<file path="config.mk">
export PLATFORM = sky130hd
export DESIGN_NAME = bcd_clock_core_flat
export DESIGN_NICKNAME = d
export VERILOG_FILES = /design/src/rtl/bcd_clock_core_if.sv /design/src/rtl/bcd_clock_core.sv /design/src/flat_wrapper.sv
export SDC_FILE = /design/constraint.sdc
export NUM_CORES = 1
export LEC_CHECK = 0
export BUFFER_PORTS_ARGS = -buffer_cell sky130_fd_sc_hd__buf_2
export CAP_MARGIN = 20
export CORE_AREA = 2 2 110 112
export DETAILED_ROUTE_END_ITERATION = 8
export DIE_AREA = 0 0 112 114
export PLACE_DENSITY = 0.62
export SYNTH_ARGS = -nofsm -noshare
export SYNTH_HDL_FRONTEND = slang
export SYNTH_SLANG_ARGS = --single-unit
</file>
<file path="constraint.sdc">
create_clock -name clk -period 4 [get_ports clk]
set_clock_uncertainty 0.2 [all_clocks]
set_input_delay 1 -clock clk [delete_from_list [all_inputs] [get_ports clk]]
set_output_delay 1 -clock clk [all_outputs]
set_load 0.01 [all_outputs]
</file>
<file path="src/rtl/bcd_clock_core_if.sv">
// Command/load/alarm inputs and display outputs of the BCD time-of-day core.
// The controller uses master; the core itself uses slave.
interface bcd_clock_core_if;
   logic       clear;
   logic       start_stop;
   logic       load;
   logic [7:0] load_hour;
   logic [7:0] load_min;
   logic [7:0] load_sec;
   logic       load_pm;
   logic       alarm_en;
   logic [7:0] alarm_hour;
   logic [7:0] alarm_min;
   logic       alarm_pm;
   logic [3:0] sec_h;
   logic [3:0] sec_l;
   logic [3:0] min_h;
   logic [3:0] min_l;
   logic [3:0] hour_h;
   logic [3:0] hour_l;
   logic       pm;
   logic       running;
   logic       day_carry;
   logic       alarm_hit;
   logic       load_err;

   modport master (
      output clear, start_stop, load, load_hour, load_min, load_sec, load_pm,
             alarm_en, alarm_hour, alarm_min, alarm_pm,
      input  sec_h, sec_l, min_h, min_l, hour_h, hour_l, pm, running,
             day_carry, alarm_hit, load_err
   );

   modport slave (
      input  clear, start_stop, load, load_hour, load_min, load_sec, load_pm,
             alarm_en, alarm_hour, alarm_min, alarm_pm,
      output sec_h, sec_l, min_h, min_l, hour_h, hour_l, pm, running,
             day_carry, alarm_hit, load_err
   );
endinterface

</file>
<file path="src/rtl/bcd_clock_core.sv">
// Time-of-day counter: prescaler, cascaded BCD seconds/minutes/hours,
// 12/24-hour mode, range-checked load, minute alarm and day-wrap pulse.
module bcd_clock_core #(
   parameter int unsigned TICK_DIV  = 50_000_000,
   parameter int unsigned HOUR_MODE = 24
) (
   input logic            clk,
   input logic            rst_n,
   bcd_clock_core_if.slave bus
);
   localparam int            CW        = (TICK_DIV > 1) ? $clog2(TICK_DIV) : 1;
   localparam logic [CW-1:0] LAST      = CW'(TICK_DIV - 1);
   localparam bit            MODE12    = (HOUR_MODE == 12);
   localparam logic [7:0]    ZERO_HOUR = MODE12 ? 8'h12 : 8'h00;

   logic [CW-1:0] presc;
   logic [CW-1:0] presc_next;
   logic          running;
   logic [3:0]    sec_h, sec_l, min_h, min_l, hour_h, hour_l;
   logic          pm;
   logic          day_carry, alarm_hit, load_err;

   logic          tick;
   logic [3:0]    nsec_h, nsec_l, nmin_h, nmin_l, nhour_h, nhour_l;
   logic          npm, nday;
   logic          load_ok, alarm_match;

   assign tick       = running && (presc == LAST);
   assign presc_next = !running ? presc : ((presc == LAST) ? '0 : presc + CW'(1));

   // One-second step of the whole time; carries ripple only through full digits.
   always_comb begin
      nsec_h  = sec_h;
      nsec_l  = sec_l;
      nmin_h  = min_h;
      nmin_l  = min_l;
      nhour_h = hour_h;
      nhour_l = hour_l;
      npm     = pm;
      nday    = 1'b0;
      if (sec_l != 4'd9) begin
         nsec_l = sec_l + 4'd1;
      end else begin
         nsec_l = 4'd0;
         if (sec_h != 4'd5) begin
            nsec_h = sec_h + 4'd1;
         end else begin
            nsec_h = 4'd0;
            if (min_l != 4'd9) begin
               nmin_l = min_l + 4'd1;
            end else begin
               nmin_l = 4'd0;
               if (min_h != 4'd5) begin
                  nmin_h = min_h + 4'd1;
               end else begin
                  nmin_h = 4'd0;
                  // 12-hour: 11->12 flips pm (a pm->am flip is the day wrap), 12->01 keeps pm.
                  if (MODE12 && hour_h == 4'd1 && hour_l == 4'd2) begin
                     nhour_h = 4'd0;
                     nhour_l = 4'd1;
                  end else if (MODE12 && hour_h == 4'd1 && hour_l == 4'd1) begin
                     nhour_l = 4'd2;
                     npm     = ~pm;
                     nday    = pm;
                  end else if (!MODE12 && hour_h == 4'd2 && hour_l == 4'd3) begin
                     nhour_h = 4'd0;
                     nhour_l = 4'd0;
                     nday    = 1'b1;
                  end else if (hour_l == 4'd9) begin
                     nhour_h = hour_h + 4'd1;
                     nhour_l = 4'd0;
                  end else begin
                     nhour_l = hour_l + 4'd1;
                  end
               end
            end
         end
      end
   end

   // A load is accepted only when every digit and every field is in range.
   always_comb begin
      load_ok = (bus.load_hour[7:4] <= 4'd9) && (bus.load_hour[3:0] <= 4'd9) &&
                (bus.load_min[7:4]  <= 4'd5) && (bus.load_min[3:0]  <= 4'd9) &&
                (bus.load_sec[7:4]  <= 4'd5) && (bus.load_sec[3:0]  <= 4'd9);
      if (MODE12)
         load_ok = load_ok &&
                   (((bus.load_hour[7:4] == 4'd0) && (bus.load_hour[3:0] != 4'd0)) ||
                    ((bus.load_hour[7:4] == 4'd1) && (bus.load_hour[3:0] <= 4'd2)));
      else
         load_ok = load_ok &&
                   ((bus.load_hour[7:4] < 4'd2) ||
                    ((bus.load_hour[7:4] == 4'd2) && (bus.load_hour[3:0] <= 4'd3)));
   end

   assign alarm_match = bus.alarm_en &&
                        ({nhour_h, nhour_l} == bus.alarm_hour) &&
                        ({nmin_h, nmin_l} == bus.alarm_min) &&
                        (nsec_h == 4'd0) && (nsec_l == 4'd0) &&
                        (!MODE12 || (npm == bus.alarm_pm));

   // Priority: clear, then load (which swallows a coincident tick), then tick.
   always_ff @(posedge clk or negedge rst_n) begin
      if (!rst_n) begin
         presc     <= '0;
         running   <= 1'b0;
         sec_h     <= 4'd0;
         sec_l     <= 4'd0;
         min_h     <= 4'd0;
         min_l     <= 4'd0;
         hour_h    <= ZERO_HOUR[7:4];
         hour_l    <= ZERO_HOUR[3:0];
         pm        <= 1'b0;
         day_carry <= 1'b0;
         alarm_hit <= 1'b0;
         load_err  <= 1'b0;
      end else begin
         day_carry <= 1'b0;
         alarm_hit <= 1'b0;
         load_err  <= 1'b0;
         if (bus.clear) begin
            presc   <= '0;
            running <= 1'b0;
            sec_h   <= 4'd0;
            sec_l   <= 4'd0;
            min_h   <= 4'd0;
            min_l   <= 4'd0;
            hour_h  <= ZERO_HOUR[7:4];
            hour_l  <= ZERO_HOUR[3:0];
            pm      <= 1'b0;
         end else begin
            if (bus.start_stop)
               running <= ~running;
            if (bus.load && load_ok) begin
               presc  <= '0;
               sec_h  <= bus.load_sec[7:4];
               sec_l  <= bus.load_sec[3:0];
               min_h  <= bus.load_min[7:4];
               min_l  <= bus.load_min[3:0];
               hour_h <= bus.load_hour[7:4];
               hour_l <= bus.load_hour[3:0];
               pm     <= MODE12 ? bus.load_pm : 1'b0;
            end else if (bus.load) begin
               presc    <= presc_next;
               load_err <= 1'b1;
            end else begin
               presc <= presc_next;
               if (tick) begin
                  sec_h     <= nsec_h;
                  sec_l     <= nsec_l;
                  min_h     <= nmin_h;
                  min_l     <= nmin_l;
                  hour_h    <= nhour_h;
                  hour_l    <= nhour_l;
                  pm        <= npm;
                  day_carry <= nday;
                  alarm_hit <= alarm_match;
               end
            end
         end
      end
   end

   assign bus.sec_h     = sec_h;
   assign bus.sec_l     = sec_l;
   assign bus.min_h     = min_h;
   assign bus.min_l     = min_l;
   assign bus.hour_h    = hour_h;
   assign bus.hour_l    = hour_l;
   assign bus.pm        = pm;
   assign bus.running   = running;
   assign bus.day_carry = day_carry;
   assign bus.alarm_hit = alarm_hit;
   assign bus.load_err  = load_err;
endmodule

</file>
<file path="src/flat_wrapper.sv">
// flat-port wrapper written by rule: the top's interface ports become plain ports
module bcd_clock_core_flat 
#(
   parameter int unsigned TICK_DIV  = 50_000_000,
   parameter int unsigned HOUR_MODE = 24
)
  (clk, rst_n, bus_clear, bus_start_stop, bus_load, bus_load_hour, bus_load_min, bus_load_sec, bus_load_pm, bus_alarm_en, bus_alarm_hour, bus_alarm_min, bus_alarm_pm, bus_sec_h, bus_sec_l, bus_min_h, bus_min_l, bus_hour_h, bus_hour_l, bus_pm, bus_running, bus_day_carry, bus_alarm_hit, bus_load_err);
  bcd_clock_core_if bus_i ();
  input logic clk;
  input logic rst_n;
  input wire logic [$bits(bus_i.clear)-1:0] bus_clear;
  input wire logic [$bits(bus_i.start_stop)-1:0] bus_start_stop;
  input wire logic [$bits(bus_i.load)-1:0] bus_load;
  input wire logic [$bits(bus_i.load_hour)-1:0] bus_load_hour;
  input wire logic [$bits(bus_i.load_min)-1:0] bus_load_min;
  input wire logic [$bits(bus_i.load_sec)-1:0] bus_load_sec;
  input wire logic [$bits(bus_i.load_pm)-1:0] bus_load_pm;
  input wire logic [$bits(bus_i.alarm_en)-1:0] bus_alarm_en;
  input wire logic [$bits(bus_i.alarm_hour)-1:0] bus_alarm_hour;
  input wire logic [$bits(bus_i.alarm_min)-1:0] bus_alarm_min;
  input wire logic [$bits(bus_i.alarm_pm)-1:0] bus_alarm_pm;
  output wire logic [$bits(bus_i.sec_h)-1:0] bus_sec_h;
  output wire logic [$bits(bus_i.sec_l)-1:0] bus_sec_l;
  output wire logic [$bits(bus_i.min_h)-1:0] bus_min_h;
  output wire logic [$bits(bus_i.min_l)-1:0] bus_min_l;
  output wire logic [$bits(bus_i.hour_h)-1:0] bus_hour_h;
  output wire logic [$bits(bus_i.hour_l)-1:0] bus_hour_l;
  output wire logic [$bits(bus_i.pm)-1:0] bus_pm;
  output wire logic [$bits(bus_i.running)-1:0] bus_running;
  output wire logic [$bits(bus_i.day_carry)-1:0] bus_day_carry;
  output wire logic [$bits(bus_i.alarm_hit)-1:0] bus_alarm_hit;
  output wire logic [$bits(bus_i.load_err)-1:0] bus_load_err;
  assign bus_i.clear = bus_clear;
  assign bus_i.start_stop = bus_start_stop;
  assign bus_i.load = bus_load;
  assign bus_i.load_hour = bus_load_hour;
  assign bus_i.load_min = bus_load_min;
  assign bus_i.load_sec = bus_load_sec;
  assign bus_i.load_pm = bus_load_pm;
  assign bus_i.alarm_en = bus_alarm_en;
  assign bus_i.alarm_hour = bus_alarm_hour;
  assign bus_i.alarm_min = bus_alarm_min;
  assign bus_i.alarm_pm = bus_alarm_pm;
  assign bus_sec_h = bus_i.sec_h;
  assign bus_sec_l = bus_i.sec_l;
  assign bus_min_h = bus_i.min_h;
  assign bus_min_l = bus_i.min_l;
  assign bus_hour_h = bus_i.hour_h;
  assign bus_hour_l = bus_i.hour_l;
  assign bus_pm = bus_i.pm;
  assign bus_running = bus_i.running;
  assign bus_day_carry = bus_i.day_carry;
  assign bus_alarm_hit = bus_i.alarm_hit;
  assign bus_load_err = bus_i.load_err;
  bcd_clock_core #(.TICK_DIV(TICK_DIV), .HOUR_MODE(HOUR_MODE)) u_core (.clk(clk), .rst_n(rst_n), .bus(bus_i));
endmodule
</file>
==> reports/results.ini <==
[synth]
synth_top_area_share_pct=34.7
ys.flop_type=dfrtp_1
synth_seq_area_share_pct=34.7
yosys.area.top_type=dfrtp_1
synthesis.instances=463
synth-edff-count=0
yosys_warnings=0
synth.cell_area_um2=3890
yosysMostFrequentCell=nor2_1
syn_nets=520
synth_cell_types=65
syn_avg_cell_area_um2=8.40
ys_ff_latch=54
synth.area.top_cells=dfrtp_1 35%, nor2_1 7.7%, xnor2_1 7.0%, nor3_1 3.1%, nand2_1 3.0%
synth_commonest_cells=80 x nor2_1, 54 x dfrtp_1, 31 x nand2_1, 31 x xnor2_1, 24 x nor3_1
async_reset_ff_share_pct=100

[timing]
hold_ws_ns=0.351
timing.final.crit_share_pct=79.6
rsz0062_at_grt=no
max_freq_mhz=314
setup_ws_ns=0.815
worst_pin_slew_ns=0.731
relSlewSlack_pct=51.1
finalSetupViolations=0
maxSlewViolCount=0
setup_tns_ns=0
hold_viol=0
finalWorstPathRequiredPeriod_ns=3.18

[drt]
drt-pass1-iter-count=4
wirelength_mm=11.0
vias=3696
wl_per_cell_um=16.2
drc=0
drt_iter0_markers=268
ant_nets=0
viasPerCell=5.45

[pwr]
p_seq_share_pct=48.6
p_leak_uw=0.00194
p_sw_share_pct=23.2
combPwrFrac_pct=7.9
p_switching_uw=266
p_clk_share_pct=43.4
p_int_uw=882
power.density_nw_per_um2=252
max-vdd-ir-drop_mv=0.200

[clocking]
cts_max_path_buffers=2
tritoncts=done
path_clk_slew_ns=0.06
cts.root.buffer_cell=clkbuf_16
cts.sinks=54
clkLatencyLatePin_ns=0.30
ctsHoldBuffers=0
cts_setup_buffers=0
htreeDepth=2
cts_resized=0
cts_made_buffers=5

[global_route]
antenna_found_initial=0
grt_usage_pct=17.5
grt_max_degree=55
use_met3_pct=2.82
grt_pass1_wl_mm=18.2
grt_use_met2_pct=28.0
top_usage_layer=met2
grt_pass1_vias=3569
grt_use_met1_pct=24.7
grt_overflow_total=0

[flow_run]
maxCapViolations=0

[hold_path]
hp-class=flip-flop to flip-flop

[status]
status=completed

[final_layout]
drive_above_1_share_pct=20.0
fin_nets=587
num_antenna_cells=0
area_growth_pct=17.1

[worst_setup_path]
startpoint_type=primary input
cp_data_arrival_time_ns=3.20
required_ns=4.02
crit_fanout=8
critPathMaxStageDelay_ns=0.50
path_class=primary input to flip-flop
cp-end-kind=flip-flop
crit_chain=buf_2, o21ai_0, nand4_1, o31ai_2, o211ai_1, or3_1, a21oi_1
critPathSlowestCell=o31ai_2

[floorplanning]
core_um2=11700
rows=40
die_h_um=114
die-area_um2=12800
start_util_pct=33.2
die_x_um=112
ios=77

[placed_design]
place_ws_ns=0.557
routabilityCongestion=0.872
port_buffers=73
place_hpwl_mm=8.22

## power groups by stage
stage	sequential, µW	combinational [µW]	clock (µW)
final	558	90.8	499
after CTS	558	92.4	507
after detailed placement	569	91.6	0
after global routing	559	100	529
after floorplan	566	37.9	0
after global placement	568	90.9	0
## final cells by class
type                       instances  area [µm²]
tap                              147         184
multi-input combinational        372        2370
clock inverter                     1        30.0
clock buffer                       7         133
inverter                          17        63.8
sequential                        54        1350
fill                            1243        7160
timing repair buffer              80         418
## final timing paths
check / cells past startpoint / slack, ns / from / to
worst max register to register: 9 / 0.87 / u_core.bus.min_l[1] / u_core.bus.alarm_hit
worst min register to register: 2 / 0.35 / u_core.presc[25] / u_core.presc[25]
worst max-delay path: 7 / 0.82 / bus_load_sec[1] / u_core.presc[9]
worst min-delay path: 2 / 0.35 / u_core.presc[25] / u_core.presc[25]
min in group asynchronous: 2 / 0.65 / rst_n / u_core.presc[10]
max in group asynchronous: 2 / 2.49 / rst_n / u_core.bus.sec_h[2]
## metrics by stage
step                std cells  instance area [µm²]  util, %  power [µW]
floorplan                 463                 3890        -         604
global placement          670                 4390     37.5         659
detailed placement        670                 4390     37.5         660
CTS                       678                 4550     38.9        1160
global route              678                 4550     38.9        1190
finish                    678                 4550     38.9        1150
## per-layer routing
layer | up-vias | part of all wire [%] | wire [µm]
met2 | 99 | 48 | 5230
met4 | 0 | 1.5 | 163
li1 | 1793 | - | -
met1 | 1793 | 45 | 4990
met5 | - | 0 | 0
met3 | 11 | 5.5 | 604
## layout by cell type (no fill, tap or decap), types with 13 or more instances in the layout
cell type / synthesis / routed
a21oi_1: 19 / 19
buf_2: 5 / 73
dfrtp_1: 54 / 54
inv_1: 17 / 17
nand2_1: 31 / 31
nand3_1: 17 / 17
nand4_1: 15 / 15
nor2_1: 80 / 80
nor3_1: 24 / 24
o21ai_0: 19 / 19
xnor2_1: 31 / 31
xor2_1: 13 / 13
## registers in the layout, summed over array words and instances (netlist names)
register,count
u_core.bus.hour_h,4
u_core.bus.day_carry,1
u_core.bus.hour_l,4
u_core.bus.sec_l,4
u_core.bus.sec_h,4
u_core.bus.min_h,4
u_core.bus.min_l,4
u_core.bus.load_err,1
u_core.bus.running,1
u_core.presc,26
u_core.bus.alarm_hit,1
## kinds of logic after synthesis
family                     synth area share [%]
AOI/OAI and AO/OA                          14.0
xor gates and xnor gates                   9.91
adders and majority gates                  2.89
buffers and inverters                      4.21
DFF                                        34.7
muxes                                      2.96
other                                    0.0964
and+or+nand+nor                            31.2
## worst max-delay path: cells and delay by family
family	cells	cell delay, ns
AND/OR/NAND/NOR	2	0.69
buffers and inverters	1	0.10
AO/OA/AOI/OAI	4	1.41
Power figures use the tool's default switching activity.
